==> config.mk <==
export PLATFORM = sky130hd
export DESIGN_NAME = cpu_mc_ctrl
export DESIGN_NICKNAME = d
export VERILOG_FILES = /design/src/rtl/cpu_mc_pkg.sv /design/src/rtl/mc_retire_cnt.sv /design/src/rtl/cpu_mc_ctrl.sv
export SDC_FILE = /design/constraint.sdc
export NUM_CORES = 1
export LEC_CHECK = 0
export BUFFER_PORTS_ARGS = -buffer_cell sky130_fd_sc_hd__clkbuf_2
export CORE_ASPECT_RATIO = 2
export CORE_MARGIN = 4
export CORE_UTILIZATION = 35
export CTS_BUF_LIST = sky130_fd_sc_hd__clkbuf_8
export DETAILED_ROUTE_END_ITERATION = 16
export MAX_ROUTING_LAYER = met4
export PLACE_DENSITY_LB_ADDON = 0.12
export SYNTH_ARGS = -nofsm -noshare
export SYNTH_HDL_FRONTEND = slang
export SYNTH_SLANG_ARGS = --single-unit
==> constraint.sdc <==
create_clock -name clk -period 2 [get_ports clk]
set_input_delay 0.1 -clock clk [delete_from_list [all_inputs] [get_ports clk]]
set_output_delay 0.1 -clock clk [all_outputs]
set_load 0.005 [all_outputs]
==> src/rtl/cpu_mc_pkg.sv <==
// Shared definitions for the multi-cycle RV32I sequencer: state encoding
// and the instruction word loaded into the IR on reset.
package cpu_mc_pkg;

   typedef enum logic [2:0] {
      S_FETCH  = 3'd0,
      S_DECODE = 3'd1,
      S_EXEC   = 3'd2,
      S_MEM    = 3'd3,
      S_WB     = 3'd4,
      S_HALT   = 3'd5
   } mc_state_t;

   // addi x0, x0, 0
   localparam logic [31:0] NOP_INSN = 32'h0000_0013;

endpackage

==> src/rtl/mc_retire_cnt.sv <==
// Retired-instruction counter: clears on reset, increments once per retire
// strobe and wraps from all-ones back to zero.
module mc_retire_cnt #(
   parameter int CNT_W = 32
) (
   input  logic             clk,
   input  logic             rst,
   input  logic             inc,
   output logic [CNT_W-1:0] count
);

   logic [CNT_W-1:0] count_q;

   // Count retires; natural modulo-2^CNT_W wrap of the adder.
   always_ff @(posedge clk) begin
      if (rst) begin
         count_q <= '0;
      end else if (inc) begin
         count_q <= count_q + {{(CNT_W-1){1'b0}}, 1'b1};
      end
   end

   assign count = count_q;

endmodule

==> src/rtl/cpu_mc_ctrl.sv <==
// Multi-cycle sequencer for the RV32I core. Walks each instruction through
// FETCH/DECODE/EXEC/MEM/WB, talks req/ack to instruction and data memory,
// and owns the PC, IR, register-file write gating, halt/fault state and the
// retired-instruction counter. Decoder/execute/regfile sit combinationally
// around it and see the latched IR.
module cpu_mc_ctrl
   import cpu_mc_pkg::*;
#(
   parameter int              XLEN     = 32,
   parameter logic [XLEN-1:0] RESET_PC = '0,
   parameter int              CNT_W    = 32
) (
   input  logic             clk,
   input  logic             rst,
   output logic             imem_req,
   output logic [XLEN-1:0]  imem_addr,
   input  logic             imem_ack,
   input  logic [31:0]      imem_rdata,
   output logic [31:0]      ir,
   input  logic             reg_we,
   input  logic             is_load,
   input  logic             is_store,
   input  logic             is_halt,
   input  logic [XLEN-1:0]  alu_result,
   input  logic [XLEN-1:0]  nextpc,
   output logic             dmem_req,
   output logic             dmem_we,
   output logic [XLEN-1:0]  dmem_addr,
   input  logic             dmem_ack,
   output logic             rf_we,
   output logic [XLEN-1:0]  pc,
   output logic             retire,
   output logic [CNT_W-1:0] instret,
   output logic             halted,
   output logic             fault
);

   mc_state_t       state_q, state_d;
   logic [XLEN-1:0] pc_q;
   logic [31:0]     ir_q;
   logic [XLEN-1:0] alu_q;
   logic [XLEN-1:0] npc_q;
   logic            ld_q, st_q;
   logic            halted_q, fault_q;
   logic            misaligned;

   assign misaligned = (nextpc[1:0] != 2'b00);

   // Next-state and strobe decode; reset forces every strobe low so a
   // transaction in flight is abandoned in the reset cycle itself.
   always_comb begin
      state_d  = state_q;
      imem_req = 1'b0;
      dmem_req = 1'b0;
      rf_we    = 1'b0;
      retire   = 1'b0;
      case (state_q)
         S_FETCH: begin
            imem_req = 1'b1;
            if (imem_ack) state_d = S_DECODE;
         end
         S_DECODE: begin
            state_d = S_EXEC;
         end
         S_EXEC: begin
            if (is_halt) begin
               state_d = S_HALT;
               retire  = 1'b1;
            end else if (misaligned) begin
               state_d = S_HALT;
            end else if (is_load || is_store) begin
               state_d = S_MEM;
            end else begin
               state_d = S_WB;
            end
         end
         S_MEM: begin
            dmem_req = ld_q | st_q;
            if (dmem_ack) state_d = S_WB;
         end
         S_WB: begin
            // Stores never write the register file, whatever reg_we says.
            rf_we   = reg_we & ~st_q;
            retire  = 1'b1;
            state_d = S_FETCH;
         end
         S_HALT: begin
            state_d = S_HALT;
         end
         default: begin
            state_d = S_FETCH;
         end
      endcase
      if (rst) begin
         state_d  = S_FETCH;
         imem_req = 1'b0;
         dmem_req = 1'b0;
         rf_we    = 1'b0;
         retire   = 1'b0;
      end
   end

   // State, PC, IR, EXEC snapshot and sticky halt/fault registers.
   always_ff @(posedge clk) begin
      if (rst) begin
         state_q  <= S_FETCH;
         pc_q     <= RESET_PC;
         ir_q     <= NOP_INSN;
         alu_q    <= '0;
         npc_q    <= '0;
         ld_q     <= 1'b0;
         st_q     <= 1'b0;
         halted_q <= 1'b0;
         fault_q  <= 1'b0;
      end else begin
         state_q <= state_d;
         case (state_q)
            S_FETCH: begin
               if (imem_ack) ir_q <= imem_rdata;
            end
            S_EXEC: begin
               alu_q <= alu_result;
               npc_q <= nextpc;
               ld_q  <= is_load;
               st_q  <= is_store;
               if (is_halt) begin
                  halted_q <= 1'b1;
               end else if (misaligned) begin
                  halted_q <= 1'b1;
                  fault_q  <= 1'b1;
               end
            end
            S_WB: begin
               pc_q <= npc_q;
            end
            default: begin
            end
         endcase
      end
   end

   mc_retire_cnt #(
      .CNT_W (CNT_W)
   ) u_retire_cnt (
      .clk   (clk),
      .rst   (rst),
      .inc   (retire),
      .count (instret)
   );

   assign imem_addr = pc_q;
   assign pc        = pc_q;
   assign ir        = ir_q;
   assign dmem_addr = alu_q;
   assign dmem_we   = dmem_req & st_q;
   assign halted    = halted_q;
   assign fault     = fault_q;

endmodule

======== Word level (Yosys, flattened, before mapping) ========
Cells that the tools add are included.
storage, ports and cells
  logic and storage cells ................. 48
  output and inout bits ................... 167
  input port bits ......................... 104
  register bits after elaboration ......... 167
operators by class
  equal/unequal tests ..................... 7
  add/sub/neg operators ................... 1
  muxes and demuxes ....................... 17
  bitwise gates (word level) .............. 5
  reduce and logical (&&, ||, !) cells .... 8
operators by type and width
  operator               number
  $add 32x1->32 const B  1
  $mux 3                 5
  $pmux 3 s5             1
  $mux 1                 10
  $eq 3x2->1 const B     2
  $eq 3x3->1 const B     2
  $reduce_and 2->1       3
  $ne 2x2->1 const B     2
  $reduce_bool 2->1      2
  $eq 3x1->1 const B     1
  $logic_not 3->1        1
  $reduce_and 3->1       1
  $and 1x1->1            2
  $not 1->1              2
  $pmux 1 s2             1
  $logic_or 1x1->1       1
  $or 1x1->1             1

======== Depth between registers and ports, before layout ========
Gate-level depths: netlist of the first run.
  depth in word-level cells ............... 5
  gate-level depth with buffers ........... 7
  depth with buffers taken out ............ 5

======== By module ========
A second synthesis of the first run with hierarchy kept.
second synthesis, totals
  cell total of the unflattened synthesis .. 829
  area total of the unflattened synthesis .. 6781.5 µm²
modules (own cells, without submodules)
  module         seq. area each (µm²)  cells each  area each (µm²)  instances
  cpu_mc_ctrl    2702.6                648         5217.5           1
  mc_retire_cnt  640.6                 181         1564.0           1

======== Worst setup path before layout of the first run ========
No wires, ideal clock.
  kind .................................... register to register
  from .................................... register u_retire_cnt.count_q[18], in the netlist u_retire_cnt.count[18]
  to ...................................... register u_retire_cnt.count_q[26], in the netlist u_retire_cnt.count[26]
  period minus slack after synthesis ...... 1.789 ns
  buffers on the path ..................... 1
  data arrival time ....................... 1.719 ns
  slack ................................... 0.211 ns
  stages on the path, launching flop included .. 6
  required time ........................... 1.930 ns
  library setup time ...................... 0.070 ns
  cell sequence ........................... dfxtp_1 -> buf_2 -> nand4_1 -> or4_1 -> or4_1 -> a21oi_1
on the way
  word-level cells in the longest chain between the ends .. 1
ends and longest elaborated chain
  what                    RTL line             source
  start, declared         mc_retire_cnt.sv:12  logic [CNT_W-1:0] count_q;
  start signal, assigned  mc_retire_cnt.sv:19  count_q <= count_q + {{(CNT_W-1){1'b0}}, 1'b1};
  $add 32x1->32           mc_retire_cnt.sv:19
Every way passes these cells.
A chain may end at the register's enable or synchronous reset.

======== Final worst setup path of the first run ========
  from .................................... register u_retire_cnt.count_q[14], in the netlist u_retire_cnt.count[14]
  to ...................................... register u_retire_cnt.count_q[31], in the netlist u_retire_cnt.count[31]
Same word-level chain as after synthesis.

==> flow_metrics.tcl, run 1 <==
set metrics [dict create \
    dp.cells 1262 \
    syn_area_sq_um 6600 \
    p_leak_nw 4.17 \
    hold_viol 0 \
    antenna_found_initial 0 \
    path_buf_inv 1 \
    final_core_utilization_pct 53.0 \
    final_common_cell "nand2_1" \
    nets 1287 \
    placedInstanceArea_sq_um 8070 \
    grt_pass1_wl_um 34500 \
    final_cells 1411 \
    cp_cell_sequence "buf_4 > and4_1 > nand4_1 > nor4_2 > mux2_2" \
    cts.clk_slew.worst_paths_ns 0.09 \
    hold_path.class "in -> reg" \
    routed_wl_um 21800 \
    area_growth_pct 47.7 \
    core_sq_um 18400 \
    io_pins 271 \
    power.density_nw_per_um2 714 \
    clk_latency_ns 0.46 \
    drc 0 \
    die_h_um 202 \
    setup_ws_ns 0.102 \
    fillers 1790 \
    crit_type "reg -> reg" \
    slew_headroom_pct 57.2 \
    cts_made_buffers 17 \
    grt_start_max_net_pins 104 \
    vdd_drop_max_mv 0.425 \
    path_delay_family "simple AND/OR/NAND/NOR gates" \
    hpwl_um 14500 \
    max_freq_mhz 527 \
    drive_gt1_share_pct 30.1 \
    cts_root_buf "clkbuf_8" \
    cp.arrival_ns 2.25 \
    via_count 6842 \
    clkSinkCount 167 \
    rows 70 \
    synth.distinct_cells 38 \
    place.gp.congestion 0.836 \
    drv_cap 0 \
    wl_per_cell_um 15.5 \
    period_share_pct 94.9 \
    worst_slew_pin_slew_ns 0.642 \
    critical_path.slowest_cell "dfxtp_1" \
    die_x_um 105 \
    avgSynthCellArea_sq_um 7.92 \
    grt.overflow.total 0 \
    multiInputGateArea_sq_um 2830 \
    ant_nets 0 \
    slew_violations 0 \
    period_minus_slack_ns 1.90 \
    ys_seq_elements 167 \
    vias_per_cell 4.85 \
    cts.path.max_buffers 2 \
    firstDrtPassIters 5 \
    drt_iter0_drc 237 \
    port_buffers 270 \
    start_util_pct 35.9 \
    setup_violations 0 \
    regArea_sq_um 3340 \
    die_area_sq_um 21300 \
    finClkSkew_ns 0.0109 \
    htreeDepth 4 \
    grtUsageTotal_pct 20.8 \
    grt_pass1_vias 6784 \
    netlist_instances 834 \
    synth.net_count 939 \
    finish.instance_area_sq_um 9750 \
    place_ws_ns 0.0792 \
    diodes 0 \
    crit_path_start_kind "register" \
    worstPathMaxFanout 6 \
    cts_tree "built" \
    final_cell_mix "nand2_1, clkbuf_2, dfxtp_1" \
    slowest_delay_ns 0.40 \
    required_ns 2.35 \
    end_kind "register" \
    ys_warn_count 0 \
    seq_area_frac_synth_pct 50.6 \
    setup-tns-final_ns 0 \
    status "finished, final reports clean" \
]
==> cell usage after synthesis (all sizes together) <==
| library cell | instances | area (sq um) |
|---|---|---|
| o211ai | 3 | 27.5 |
| o2111ai | 2 | 17.5 |
| nor2b | 9 | 56.3 |
| nand3b | 3 | 22.5 |
| and3 | 7 | 43.8 |
| o311ai | 1 | 8.76 |
| or3 | 6 | 37.5 |
| nor4 | 6 | 37.5 |
| nor3b | 1 | 12.5 |
| nand3 | 6 | 30.0 |
| and4b | 1 | 10.0 |
| nand2b | 3 | 18.8 |
| buf | 43 | 292 |
| dfxtp | 167 | 3340 |
| mux2 | 7 | 78.8 |
| nor4b | 2 | 17.5 |
| a21oi | 150 | 751 |
| o21ai | 9 | 45.0 |
| o221ai | 1 | 8.76 |
| and4bb | 1 | 12.5 |
| or4 | 13 | 97.6 |
| o31ai | 12 | 90.1 |
| xor2 | 7 | 61.3 |
| nand4 | 11 | 75.1 |
| nand2 | 275 | 1030 |
| or2 | 1 | 6.26 |
| ha | 1 | 12.5 |
| nor3 | 4 | 20.0 |
| clkbuf | 48 | 180 |
| and4 | 4 | 35.0 |
| nor2 | 25 | 93.8 |
| and2 | 4 | 25.0 |
| inv | 1 | 3.75 |
==> flip-flops by register name (all words and copies together) (netlist names), 3 cells and up <==
name                count
imem_addr              32
dmem_addr              32
npc_q                  32
state_q                 3
ir                     32
u_retire_cnt.count     32
==> cell families (layout without fill, tap and decap cells) <==
family | after synthesis | in the layout | synth area share (%)
adders and majority gates | 1 | 1 | 0.189
muxes | 7 | 7 | 1.19
and+or+nand+nor | 382 | 382 | 25.5
DFF | 167 | 167 | 50.6
buffers and inverters | 92 | 453 | 7.20
xor gates and xnor gates | 7 | 7 | 0.928
AOI/OAI and AO/OA | 178 | 178 | 14.4
==> path summary, 6_finish.rpt <==
check | cells after the start | slack, ns | startpoint | to
max | 5 | 0.10 | u_retire_cnt.count[14]$_SDFFE_PP0P_ | u_retire_cnt.count[31]$_SDFFE_PP0P_
max reg2reg | 5 | 0.10 | u_retire_cnt.count[14]$_SDFFE_PP0P_ | u_retire_cnt.count[31]$_SDFFE_PP0P_
min reg2reg | 2 | 0.45 | npc_q[16]$_SDFFE_PP0P_ | imem_addr[16]$_SDFFE_PP0N_
min | 4 | 0.03 | is_halt | fault$_SDFFE_PP0P_
==> per-layer routing <==
layer  vias up  global-route usage (%)  wire (um)
li1       3450                       -          -
met1      3131                    21.4       8310
met2       206                    38.0      11800
met3        55                    3.80        912
met4         0                    9.20        784
met5         -                       -          0
==> final cells by class <==
cell class              count  area share, %
clock buffers              19           2.68
clock inverters            13           1.82
inverters                   1         0.0385
multi-input cells         575           29.0
flip-flops and latches    167           34.3
well taps                 216           2.77
repair buffers            420           29.4
==> power by group <==
part	switching [mW]	internal (mW)	leakage, nW	total, mW
combinational	0.397	0.414	2.59	0.811
sequential	0.0549	3.43	1.35	3.48
clock	1.25	1.42	0.221	2.67
==> per-stage QoR <==
| stage | total power, mW | hold slack (ns) |
|---|---|---|
| after floorplan | 3.85 | 0.224 |
| after global placement | 4.16 | 0.321 |
| after detailed placement | 4.16 | 0.322 |
| after CTS | 7.04 | 0.00381 |
| after global routing | 7.30 | 0.00554 |
| final | 6.97 | 0.0329 |
==> repair_timing <==
action / 4_1_cts / 5_1_grt
resized for setup: 3 / 10
cloned: 0 / 2
buffers inserted: 0 / 2
hold endpoints to repair: 100 / 0
hold buffers: 113 / 0
pin swaps: 0 / 0
setup endpoints to repair: 1 / 17
==> worst min-delay path: stages <==
cell      delay, ns
clkbuf_2       0.10
nor2_1         0.06
a21oi_1        0.13
nor2_1         0.04
(Power assumes the default switching activity.)
==> run 2: changes to the inputs <==
==> constraint.sdc (replaced) <==
create_clock -name clk -period 2 [get_ports clk]
set_input_delay 0.3 -clock clk [delete_from_list [all_inputs] [get_ports clk]]
set_output_delay 0.3 -clock clk [all_outputs]
set_load 0.005 [all_outputs]
==> flow_metrics.tcl, run 2 (synthesis results as in run 1) <==
set metrics [dict create \
    cp.arrival_ns 1.59 \
    cp_cell_sequence "and4bb_4 > buf_4 > nor2_4 > nor2_1 > clkbuf_2" \
    crit_path_start_kind "register" \
    grt_start_max_net_pins 67 \
    worstPathMaxFanout 5 \
    core_sq_um 18400 \
    firstDrtPassIters 4 \
    grt.overflow.total 0 \
    vias_per_cell 4.91 \
    via_count 6379 \
    place_ws_ns 0.0973 \
    nets 1175 \
    antenna_found_initial 0 \
    vdd_drop_max_mv 0.468 \
    start_util_pct 35.9 \
    cts_hold_buffers 0 \
    grt_pass1_vias 6215 \
    path_depth 5 \
    power.density_nw_per_um2 789 \
    finClkSkew_ns 0.0158 \
    rr_worst_depth 4 \
    htreeDepth 4 \
    crit_type "reg -> out" \
    placedInstanceArea_sq_um 8110 \
    setup_violations 0 \
    period_minus_slack_ns 1.89 \
    r2r_slack_ns 0.16 \
    fillers 1940 \
    holdPathStages 3 \
    die_x_um 105 \
    cts_tree "built" \
    ctsResizeCount 4 \
    worst_slew_pin_slew_ns 0.478 \
    path_buf_inv 2 \
    clk_latency_ns 0.45 \
    drive_gt1_share_pct 33.2 \
    drt_iter0_drc 264 \
    die_area_sq_um 21300 \
    path_delay_family "simple AND/OR/NAND/NOR gates" \
    startpoint "state_q[0]$_SDFFE_PP0P_" \
    ant_nets 0 \
    rows 70 \
    cts.path.max_buffers 2 \
    hold_viol 0 \
    drc 0 \
    setup-tns-final_ns 0 \
    p_leak_nw 3.67 \
    status "finished, final reports clean" \
    grt_pass1_wl_um 32300 \
    slew_headroom_pct 68.1 \
    hold_path.class "in -> reg" \
    io_pins 271 \
    critical_path.slowest_cell "and4bb_4" \
    grt_setup_unrepaired "no" \
    routed_wl_um 20600 \
    setup_ws_ns 0.105 \
    max_freq_mhz 528 \
    final_cell_mix "nand2_1, clkbuf_2, dfxtp_1" \
    drv_cap 0 \
    place.gp.congestion 0.826 \
    cts_root_buf "clkbuf_8" \
    hpwl_um 15100 \
    required_ns 1.70 \
    r2r_start "u_retire_cnt.count[17]$_SDFFE_PP0P_" \
    finish.instance_area_sq_um 8600 \
    period_share_pct 94.7 \
    cts.clk_slew.worst_paths_ns 0.09 \
    slowest_delay_ns 0.37 \
    diodes 0 \
    end_kind "output pin" \
    clkSinkCount 167 \
    min_from "nextpc[21]" \
    area_growth_pct 30.3 \
    port_buffers 270 \
    cts_made_buffers 17 \
    slew_violations 0 \
    cts_setup_buffers 0 \
    die_h_um 202 \
    final_common_cell "nand2_1" \
    grtUsageTotal_pct 19.6 \
    wl_per_cell_um 15.8 \
]
run 2: cell types whose count changed in the layout (fill, tap and decap cells not counted), sizes merged:
cell and delta:
buf +4, clkbuf -2, clkinv -3, clkinvlp -1, dlygate4sd3 -113, inv +3
run 2: path summary, 6_finish.rpt:
check | endpoint
setup / recovery | retire
setup reg to reg | u_retire_cnt.count[26]$_SDFFE_PP0P_
hold / removal | npc_q[21]$_SDFFE_PP0P_
hold reg to reg | imem_addr[31]$_SDFFE_PP0N_
run 2: power breakdown:
part,switching [mW],internal (mW)
combinational,0.355,0.253
sequential,0.0530,3.43
clock,1.24,1.46
run 2: per-layer routing:
metal  track usage (%)  vias to the layer above  share of wire, %  routed length, um
met5                 -                        -                 0                  0
met4              7.60                        0               2.5                522
met1              20.9                     2926                38               7790
met2              35.7                      202                55              11200
met3              3.36                       26               4.9               1010
li1                  -                     3225                 -                  -
run 2: worst reg2reg max path: cells and delay by family (launching register included):
| family | cells | cell delay, ns |
|---|---|---|
| simple gates | 3 | 1.23 |
| flops | 1 | 0.40 |
| compound gates | 1 | 0.14 |
run 2: final cells by class:
class,instances,area (sq um),share of cell area [%]
clock buffer,20,275,3.20
timing repair buffer,308,1700,19.8
inverter,1,3.75,0.0436
clock inverter,12,175,2.04
multi-input combinational,575,2830,32.9
tap,216,270,3.14
sequential,167,3350,38.9
run 2: metrics by stage:
stage               utilization, %  cells  hold WS [ns]  power, mW
CTS                           46.6   1299        0.0259       6.89
global route                  46.8   1299        0.0427       7.10
detailed placement            44.1   1267         0.442       4.17
global placement              44.1   1267         0.437       4.17
finish                        46.8   1299        0.0655       6.79
floorplan                        -    834         0.424       3.85
==> run 3: changes to the inputs <==
Settings changed: ABC_AREA set to 1.
==> flow_metrics.tcl, run 3 <==
set metrics [dict create \
    status "finished, final reports clean" \
    final_cell_mix "clkbuf_2, nor2_1, dfxtp_1" \
    netlist_top_cells_area "dfxtp_1, nor2_1, nand2_1, o21ai_0, buf_4" \
    fillers 2121 \
    dominantRegCellSynth "dfxtp_1" \
    finClkSkew_ns 0.0129 \
    die_h_um 206 \
    synth.net_count 1041 \
    synthTopCellsByCount "nor2_1, dfxtp_1, nand2_1" \
    slowest_delay_ns 0.38 \
    seq_area_frac_synth_pct 48.9 \
    clkSinkCount 167 \
    vias_per_cell 4.60 \
    via_count 6583 \
    port_buffers 270 \
    grt.overflow.total 0 \
    hold_path.class "in -> reg" \
    hold_viol 0 \
    ys_warn_count 0 \
    synth-async-reset-ratio_pct 0 \
    die_x_um 107 \
    core_sq_um 19300 \
    post-synth-top-count-cell "nor2_1" \
    grt_use_met3_pct 3.96 \
    cp.arrival_ns 1.51 \
    power_mw 9.19 \
    power.density_nw_per_um2 1080 \
    grt_pass1_vias 6227 \
    cts_tree "built" \
    avgSynthCellArea_sq_um 7.30 \
    routed_wl_um 20100 \
    regArea_sq_um 3350 \
    synth_edf_count 0 \
    drv_cap 0 \
    vdd_drop_max_mv 0.558 \
    use_met2_pct 32.6 \
    ys_seq_elements 167 \
    cts.clk_slew.worst_paths_ns 0.09 \
    drt_iter0_drc 240 \
    startpoint "state_q[0]$_SDFFE_PP0P_" \
    synth.distinct_cells 38 \
    htreeDepth 4 \
    grt_busiest_layer "met2" \
    synth.top_cell.area_share_pct 48.9 \
    r2r_slack_ns 0.29 \
    max_freq_mhz 553 \
    netlist_instances 936 \
    start_util_pct 35.4 \
    antenna_found_initial 0 \
    cts_root_buf "clkbuf_8" \
    ant_nets 0 \
    period_minus_slack_ns 1.81 \
    cts.path.max_buffers 2 \
    required_ns 1.70 \
    cts_hold_buffers 0 \
    grt_use_met1_pct 19.8 \
    crit_path_start_kind "register" \
    place.gp.congestion 0.837 \
    p_leak_nw 4.06 \
    firstDrtPassIters 5 \
    die_area_sq_um 22000 \
    drive_gt1_share_pct 28.6 \
    crit_type "reg -> out" \
    cts_made_buffers 17 \
    grtUsageTotal_pct 18.6 \
    slew_headroom_pct 64.1 \
    worstPathMaxFanout 11 \
    syn_area_sq_um 6830 \
    final_common_cell "clkbuf_2" \
    min_from "imem_rdata[1]" \
    r2r_start "u_retire_cnt.count[0]$_SDFFE_PP0P_" \
    wl_per_cell_um 14.0 \
    diodes 0 \
    slew_violations 0 \
    clk_latency_ns 0.45 \
    worst_slew_pin_slew_ns 0.538 \
    area_growth_pct 25.0 \
    rows 72 \
    grt_pass1_wl_um 31200 \
    cp_cell_sequence "nor2_2 > nand2_4 > a21oi_4 > clkbuf_2" \
    setup-tns-final_ns 0 \
    yosysTopAreaCell "dfxtp_1" \
    hpwl_um 14700 \
    drc 0 \
    nets 1265 \
    end_kind "output pin" \
    multiInputGateArea_sq_um 2860 \
    critical_path.slowest_cell "dfxtp_4" \
    io_pins 271 \
    grt_setup_unrepaired "no" \
    setup_violations 0 \
    grt_start_max_net_pins 40 \
    period_share_pct 90.4 \
]
==> run 3: cell types whose count changed after synthesis, moves of 21 or more <==
cell	change
o21ai_0	+95
nand3_1	+21
nand2_1	-124
nor2_1	+238
inv_1	+37
a21oi_1	-100
==> run 3: worst max-delay path: cells and delay by family (launching register included) <==
family	cells	cell delay (ns)
DFF	1	0.38
AOI/OAI and AO/OA	1	0.22
and+or+nand+nor	2	0.31
buffers and inverters	1	0.15
==> run 3: per-layer routing <==
| layer | vias up | routed length [um] |
|---|---|---|
| met5 | - | 0 |
| met4 | 0 | 499 |
| met3 | 33 | 1080 |
| met2 | 199 | 10800 |
| met1 | 2935 | 7720 |
| li1 | 3416 | - |
==> run 3: layout make-up <==
type | instances | share of cell area [%]
repair buffers | 285 | 17.1
flip-flops and latches | 167 | 39.2
clock buffers | 18 | 2.90
clock inverters | 14 | 1.60
well taps | 259 | 3.79
inverters | 42 | 1.88
multi-input cells | 647 | 33.4
==> run 3: kinds of logic after synthesis <==
kind of cell / after synthesis / synth area share [%]
and+or+nand+nor: 480 / 28.9
DFF: 167 / 48.9
xor gates and xnor gates: 4 / 0.513
buffers and inverters: 122 / 9.25
AOI/OAI and AO/OA: 162 / 12.2
adders and majority gates: 1 / 0.183
==> run 3: final timing paths <==
path | end | cells after the start
setup / recovery | retire | 4
hold / removal | ir[1]$_SDFFE_PP1P_ | 3
setup reg to reg | u_retire_cnt.count[30]$_SDFFE_PP0P_ | 8
hold reg to reg | halted$_SDFFE_PP0P_ | 2
==> run 3: power by group <==
part	switching (mW)	internal (mW)	leakage [nW]	total, mW
combinational	1.47	0.957	2.49	2.43
sequential	0.396	3.99	1.36	4.39
clock	1.24	1.13	0.208	2.37
==> run 3: metrics by stage <==
stage	hold slack (ns)	worst slack, ns	util [%]	area, sq um	instances
final	0.0522	0.192	44.3	8540	1432
after global routing	0.0250	0.0250	44.3	8540	1432
after detailed placement	0.447	0.272	42.2	8140	1399
after global placement	0.442	0.302	42.2	8140	1399
after floorplan	0.413	0.532	-	6830	936
after CTS	0.0140	0.00740	44.3	8530	1432
==> run 3: what timing repair did <==
| action | 4_1_cts | 5_1_grt |
|---|---|---|
| gates cloned | 0 | 0 |
| setup buffers | 1 | 0 |
| resized for setup | 0 | 5 |
| setup endpoints to repair | 1 | 3 |
| pin swaps | 1 | 0 |
